==> src/rtl/shift_pkg.sv <==
// Shared encodings and default sizes for the multi-cycle shifter.
// Optional rotate support is selected by SHIFT_UNIT_ROTATE_EN in the users of this package.
package shift_pkg;

  localparam int WIDTH_DEF = 32;
  localparam int STEP_DEF  = 4;

  typedef enum logic [1:0] {
    MODE_SLL  = 2'b00,
    MODE_SRL  = 2'b01,
    MODE_SRA  = 2'b10,
    MODE_ROTR = 2'b11
  } mode_e;

  typedef enum logic [1:0] {
    ST_IDLE = 2'b00,
    ST_BUSY = 2'b01,
    ST_DONE = 2'b10
  } state_e;

endpackage

==> src/rtl/shift_step.sv <==
// Combinational single-step shifter: moves a WIDTH word by amt bits in the given mode.
// Rotate right exists only when SHIFT_UNIT_ROTATE_EN is defined; otherwise mode 11 passes through.
module shift_step
  import shift_pkg::*;
#(
  parameter int WIDTH = WIDTH_DEF,
  parameter int AMT_W = $clog2(WIDTH)
) (
  input  logic [WIDTH-1:0] data,
  input  logic [AMT_W-1:0] amt,
  input  mode_e            mode,
  output logic [WIDTH-1:0] res
);

  always_comb begin
    res = data;
    case (mode)
      MODE_SLL: res = data << amt;
      MODE_SRL: res = data >> amt;
      // Repeated arithmetic steps keep the sign bit, so every step replicates the original MSB.
      MODE_SRA: res = $unsigned($signed(data) >>> amt);
`ifdef SHIFT_UNIT_ROTATE_EN
      MODE_ROTR: res = (data >> amt) | (data << (WIDTH - int'(amt)));
`else
      MODE_ROTR: res = data;
`endif
      default: res = data;
    endcase
  end

endmodule

==> src/rtl/shift_unit_seq.sv <==
// Multi-cycle shifter: IDLE->BUSY->DONE FSM moving up to STEP bits per cycle, valid/ready on both sides.
// Define SHIFT_UNIT_ROTATE_EN to make mode 11 a rotate right; otherwise mode 11 is a 1-cycle pass-through.
module shift_unit_seq
  import shift_pkg::*;
#(
  parameter int WIDTH   = WIDTH_DEF,
  parameter int STEP    = STEP_DEF,
  parameter int SHAMT_W = $clog2(WIDTH)
) (
  input  logic               clk_i,
  input  logic               rst_i,
  input  logic               in_valid_i,
  output logic               in_ready_o,
  input  logic [WIDTH-1:0]   data_i,
  input  logic [SHAMT_W-1:0] shamt_i,
  input  logic [1:0]         mode_i,
  output logic               out_valid_o,
  input  logic               out_ready_i,
  output logic [WIDTH-1:0]   data_o,
  output logic               busy_o
);

  state_e             state, next;
  mode_e              mode;
  logic [WIDTH-1:0]   work, step_res, res;
  logic [SHAMT_W-1:0] rem, n;
  logic               pass, accept, direct, last;

`ifdef SHIFT_UNIT_ROTATE_EN
  assign pass = 1'b0;
`else
  assign pass = (mode_e'(mode_i) == MODE_ROTR);
`endif

  assign accept = (state == ST_IDLE) && in_valid_i;
  assign direct = (shamt_i == '0) || pass;

  // Widened compare so STEP == WIDTH never overflows the amount width.
  always_comb begin
    if ({1'b0, rem} > (SHAMT_W+1)'(STEP)) n = SHAMT_W'(STEP);
    else                                   n = rem;
  end

  assign last = (rem == n);

  shift_step #(.WIDTH(WIDTH), .AMT_W(SHAMT_W)) u_step (
    .data (work),
    .amt  (n),
    .mode (mode),
    .res  (step_res)
  );

  always_ff @(posedge clk_i) begin
    if (!rst_i) state <= ST_IDLE;
    else        state <= next;
  end

  always_comb begin
    next = state;
    case (state)
      ST_IDLE: if (in_valid_i) next = direct ? ST_DONE : ST_BUSY;
      ST_BUSY: if (last)       next = ST_DONE;
      ST_DONE: if (out_ready_i) next = ST_IDLE;
      default: next = ST_IDLE;
    endcase
  end

  always_comb begin
    in_ready_o  = (state == ST_IDLE);
    out_valid_o = (state == ST_DONE);
    busy_o      = (state == ST_BUSY) || (state == ST_DONE);
    data_o      = res;
  end

  // res only moves on entry to DONE, so the output survives the return to IDLE.
  always_ff @(posedge clk_i) begin
    if (!rst_i) begin
      work <= '0;
      rem  <= '0;
      mode <= MODE_SLL;
      res  <= '0;
    end else if (accept) begin
      work <= data_i;
      rem  <= pass ? '0 : shamt_i;
      mode <= mode_e'(mode_i);
      if (direct) res <= data_i;
    end else if (state == ST_BUSY) begin
      work <= step_res;
      rem  <= rem - n;
      if (last) res <= step_res;
    end
  end

endmodule

==> config.mk <==
export PLATFORM = sky130hd
export DESIGN_NAME = shift_unit_seq
export DESIGN_NICKNAME = d
export VERILOG_FILES = /design/src/rtl/shift_pkg.sv /design/src/rtl/shift_step.sv /design/src/rtl/shift_unit_seq.sv
export SDC_FILE = /design/constraint.sdc
export NUM_CORES = 1
export LEC_CHECK = 0
export BUFFER_PORTS_ARGS = -buffer_cell sky130_fd_sc_hd__buf_4
export CAP_MARGIN = 20
export CORE_MARGIN = 10
export CORE_UTILIZATION = 40
export DETAILED_ROUTE_END_ITERATION = 8
export HOLD_SLACK_MARGIN = 0.15
export PLACE_DENSITY = 0.67
export SYNTH_ARGS = -nofsm -noshare
export SYNTH_HDL_FRONTEND = slang
export SYNTH_SLANG_ARGS = --single-unit
==> constraint.sdc <==
create_clock -name clk_i -period 2.9 [get_ports clk_i]
set_input_delay 0.145 -clock clk_i [delete_from_list [all_inputs] [get_ports clk_i]]
set_output_delay 0.145 -clock clk_i [all_outputs]
set_load 0.1 [all_outputs]
==> summary.md <==
| Metric | Value |
|---|---|
| Run status | completed |
| DR iter-0 viols | 907 |
| Crit. End Element | flip-flop |
| HPWL after DPL | 15500 um |
| Hold path start | data_i[8] |
| Met2 WL | 10200 um |
| Final slew viol count | 0 |
| Tightest Pin Transition | 0.794 ns |
| Ant diodes | 0 |
| Core Area | 14400 um^2 |
| Crit-path max cell delay | 0.56 ns |
| Detail Route Antenna Nets | 0 |
| Skew final | 0.00518 ns |
| Initial antenna violation count | 0 |
| WL per Instance | 21.4 um |
| Die Y | 141 um |
| Fillers | 1380 |
| Post-synthesis register bit count | 73 |
| CP Cell Sequence | nor4b_4 > buf_12 > mux2_2 > mux2i_1 > a21oi_1 > a2111oi_0 > buf_4 > o41ai_1 |
| Die Width | 141 um |
| CTS Buf Count | 9 |
| Post-synth EDFFs | 0 |
| FP Rows | 44 |
| Routed vias | 6659 |
| R2r startpoint | rem[2] |
| CP max stage cell | a2111oi_0 |
| Wl on met1 | 9480 um |
| Reg clk slew, reported paths | 0.06 ns |
| Routed Wire Length | 22300 um |
| Post-synthesis sequential area ratio | 25.1% |
| CTS H-tree lvls | 3 |
| CTS Buffer Depth | 2 |
| All-Layer GR Usage | 21.9% |
| Fin Hold WS | 0.149 ns |
| Multi-input gate area | 3910 um^2 |
| Die ar. | 19800 um^2 |
| Area growth, synth to finish | 24.9% |
| GR Overflow Total | 0 |
| Ys flop type | dfxtp_1 |
| Hold depth | 3 |
| Data arrival, critical path | 2.95 ns |
| LEAKAGE | 2.73 nW |
| RSZ-0062 raised after global routing | no |
| Worst EP required | 3.13 ns |
| DR DRC count | 0 |
| Startpoint types | flip-flop |
| Met3 wire length | 2080 um |
| Worst R2R Setup Slack | 0.18 ns |
| TritonCTS clock tree | built |
| Register Area | 1460 um^2 |
| Largest net degree at the start of global routing | 38 |
| Io pins | 78 |
| Clock Latency Late Sink | 0.35 ns |
| Tcrit/Tclk final | 93.8% |
| Final Critical Period | 2.72 ns |
| Max_slew headroom | 47.1% |
| Placed insts | 996 |
| Worst r2r path cells | 8 |
| Post-DR vias/cell | 6.38 |
| Final TNS setup | 0 ns |
| Iteration count of the initial detailed-routing pass | 5 |
| Synth Area per Inst | 7.51 um^2 |
| Cell Count, Final, Fillers Out | 1044 |
| Worst vdd rail ir drop | 358 uV |
| First-pass GRT wire length | 35600 um |
| Setup violators final | 0 |
| Hold crit path type | primary input to flip-flop |
| Layout Nets | 902 |
| Postcts setup bufs | 0 |
| Cell variety after synth | 74 |
| CP max FO | 35 |
| Yosys top cell area share | 25.1% |
| Share of cells above drive strength 1 | 20.9% |
| Max Clock Freq | 0.368 GHz |
| Reg2reg end | work[29] |
| Top sig layer | met5 |
| Syn. warnings | 0 |
| Crit Path Class | flip-flop to flip-flop |
| Final Hold Fails | 0 |
| Starting Density | 40.5% |
| Root Buffer | clkbuf_16 |
| Final GP Congestion | 0.964 |
| Hold Crit Endpoint | data_o[8] |
| Share of flip-flops with an asynchronous set or reset | 0% |
| Port Buffer Count | 77 |
| Vias in the first global route | 6316 |
| Maxcap violations | 0 |
| Mapped Nets | 822 |
| Cells after Synth | 775 |
| Synth area leaders | dfxtp_1 (25%), nand2_1 (8.1%), mux2i_1 (6.9%), o21ai_0 (5.6%), nand3_1 (4.5%) |
| Power Dens Cells | 678 nW/um^2 |
| Synth Cell Area | 5820 um^2 |
| Area leader, netlist | dfxtp_1 |
| CTS sink count | 73 |
metal layers:
layer  global-route usage, %  vias to the layer above
met5                    3.40                        -
met2                    33.8                      399
met4                    7.61                        2
met3                    4.77                       40
met1                    29.2                     3150
li1                        -                     3068
state kept, by name (all words and copies together) (netlist names):
signal	flops
data_o	32
mode	2
rem	5
state	2
work	32
power by group:
| part | switching, W | internal, W |
|---|---|---|
| clock | 0.000459 | 0.000714 |
| sequential | 0.000291 | 0.00114 |
| combinational | 0.00150 | 0.000823 |
| total | 0.00225 | 0.00268 |
synth_stat cells, types with 6 or more instances:
cell and n:
clkbuf_1 62, and3_1 6, dfxtp_1 73, o221ai_1 7, nor3_1 11, a21oi_1 39
nor2_1 38, o22ai_1 18, a21o_1 6, a221o_1 8, a31oi_1 10, a22oi_1 7
buf_2 12, mux4_2 9, mux2i_1 40, o211ai_1 28, inv_1 8, mux2_2 8
nand2_1 125, a211oi_1 9, a221oi_1 11, buf_6 7, o21ai_0 65, o31ai_1 7
nand3_1 52
worst max path at each step:
stage,from,to,slack (ns),cells after the start
2_1_floorplan,state[0],work[8],0.12,10
3_3_place_gp,rem[2],work[14],0.27,7
3_5_place_dp,rem[2],work[14],0.20,7
4_1_cts,rem[2],work[14],0.20,7
5_1_grt,rem[2],work[29],0.03,8
6_report,rem[2],work[29],0.18,8
cell families (layout without fill, tap and decap cells):
family | after synthesis | after routing | synth area share, %
adders and majority gates | 4 | 4 | 0.860
AOI/OAI and AO/OA | 259 | 259 | 30.2
xor gates and xnor gates | 1 | 1 | 0.151
muxes | 59 | 59 | 12.5
DFF | 73 | 73 | 25.1
buffers and inverters | 100 | 185 | 7.95
and+or+nand+nor | 278 | 278 | 23.1
other | 1 | 1 | 0.0644
stage by stage:
step,setup slack [ns],total power [W],utilization [%],instance area (um^2)
after floorplan,0.125,0.00296,-,5820
after global placement,0.270,0.00366,46.0,6610
after detailed placement,0.202,0.00367,46.2,6640
after CTS,0.198,0.00488,50.5,7260
after global routing,0.0303,0.00515,50.6,7270
final,0.179,0.00493,50.6,7270
area by class of cell:
cell class | count | area share [%]
Multi-Input combinational cell | 602 | 53.8
Clock inverter | 4 | 0.706
Clock buffer | 12 | 3.53
Tap cell | 184 | 3.17
Inverter | 9 | 0.465
Timing Repair Buffer | 160 | 18.2
Sequential cell | 73 | 20.1
critical path: cells and delay by family, from the launching register on:
kind / cells / cell delay, ns
mux: 2 / 0.53
simple gates: 1 / 0.38
buf+inv: 2 / 0.48
flops: 1 / 0.50
compound gates: 3 / 0.71
layout by cell type (no fill, tap or decap), types with 5 or more instances in the layout:
cell             n
o221ai_1         7
nor2_1          36
and2_1           5
o21ai_0         65
o31ai_1          7
dfxtp_1         73
mux2_2           8
dlygate4sd3_1   32
nor3_1          11
inv_1            8
buf_4          125
or3_1            5
a32o_1           5
and3_1           6
a22oi_1          7
a211oi_1         9
a21oi_1         39
a221oi_1        11
a221o_1          8
mux2i_1         40
o211ai_1        28
a31oi_1         10
o22ai_1         18
mux4_2           9
clkbuf_16        9
nand3_1         52
nand2_1        124
a21o_1           6
timing repair:
| item | in CTS | in global routing |
|---|---|---|
| resized for setup | 0 | 1 |
| hold buffers | 32 | 0 |
| hold endpoints to repair | 40 | 0 |
| endpoints found under the setup margin | 0 | 1 |
No activity file was read; power rests on OpenSTA's default activity.
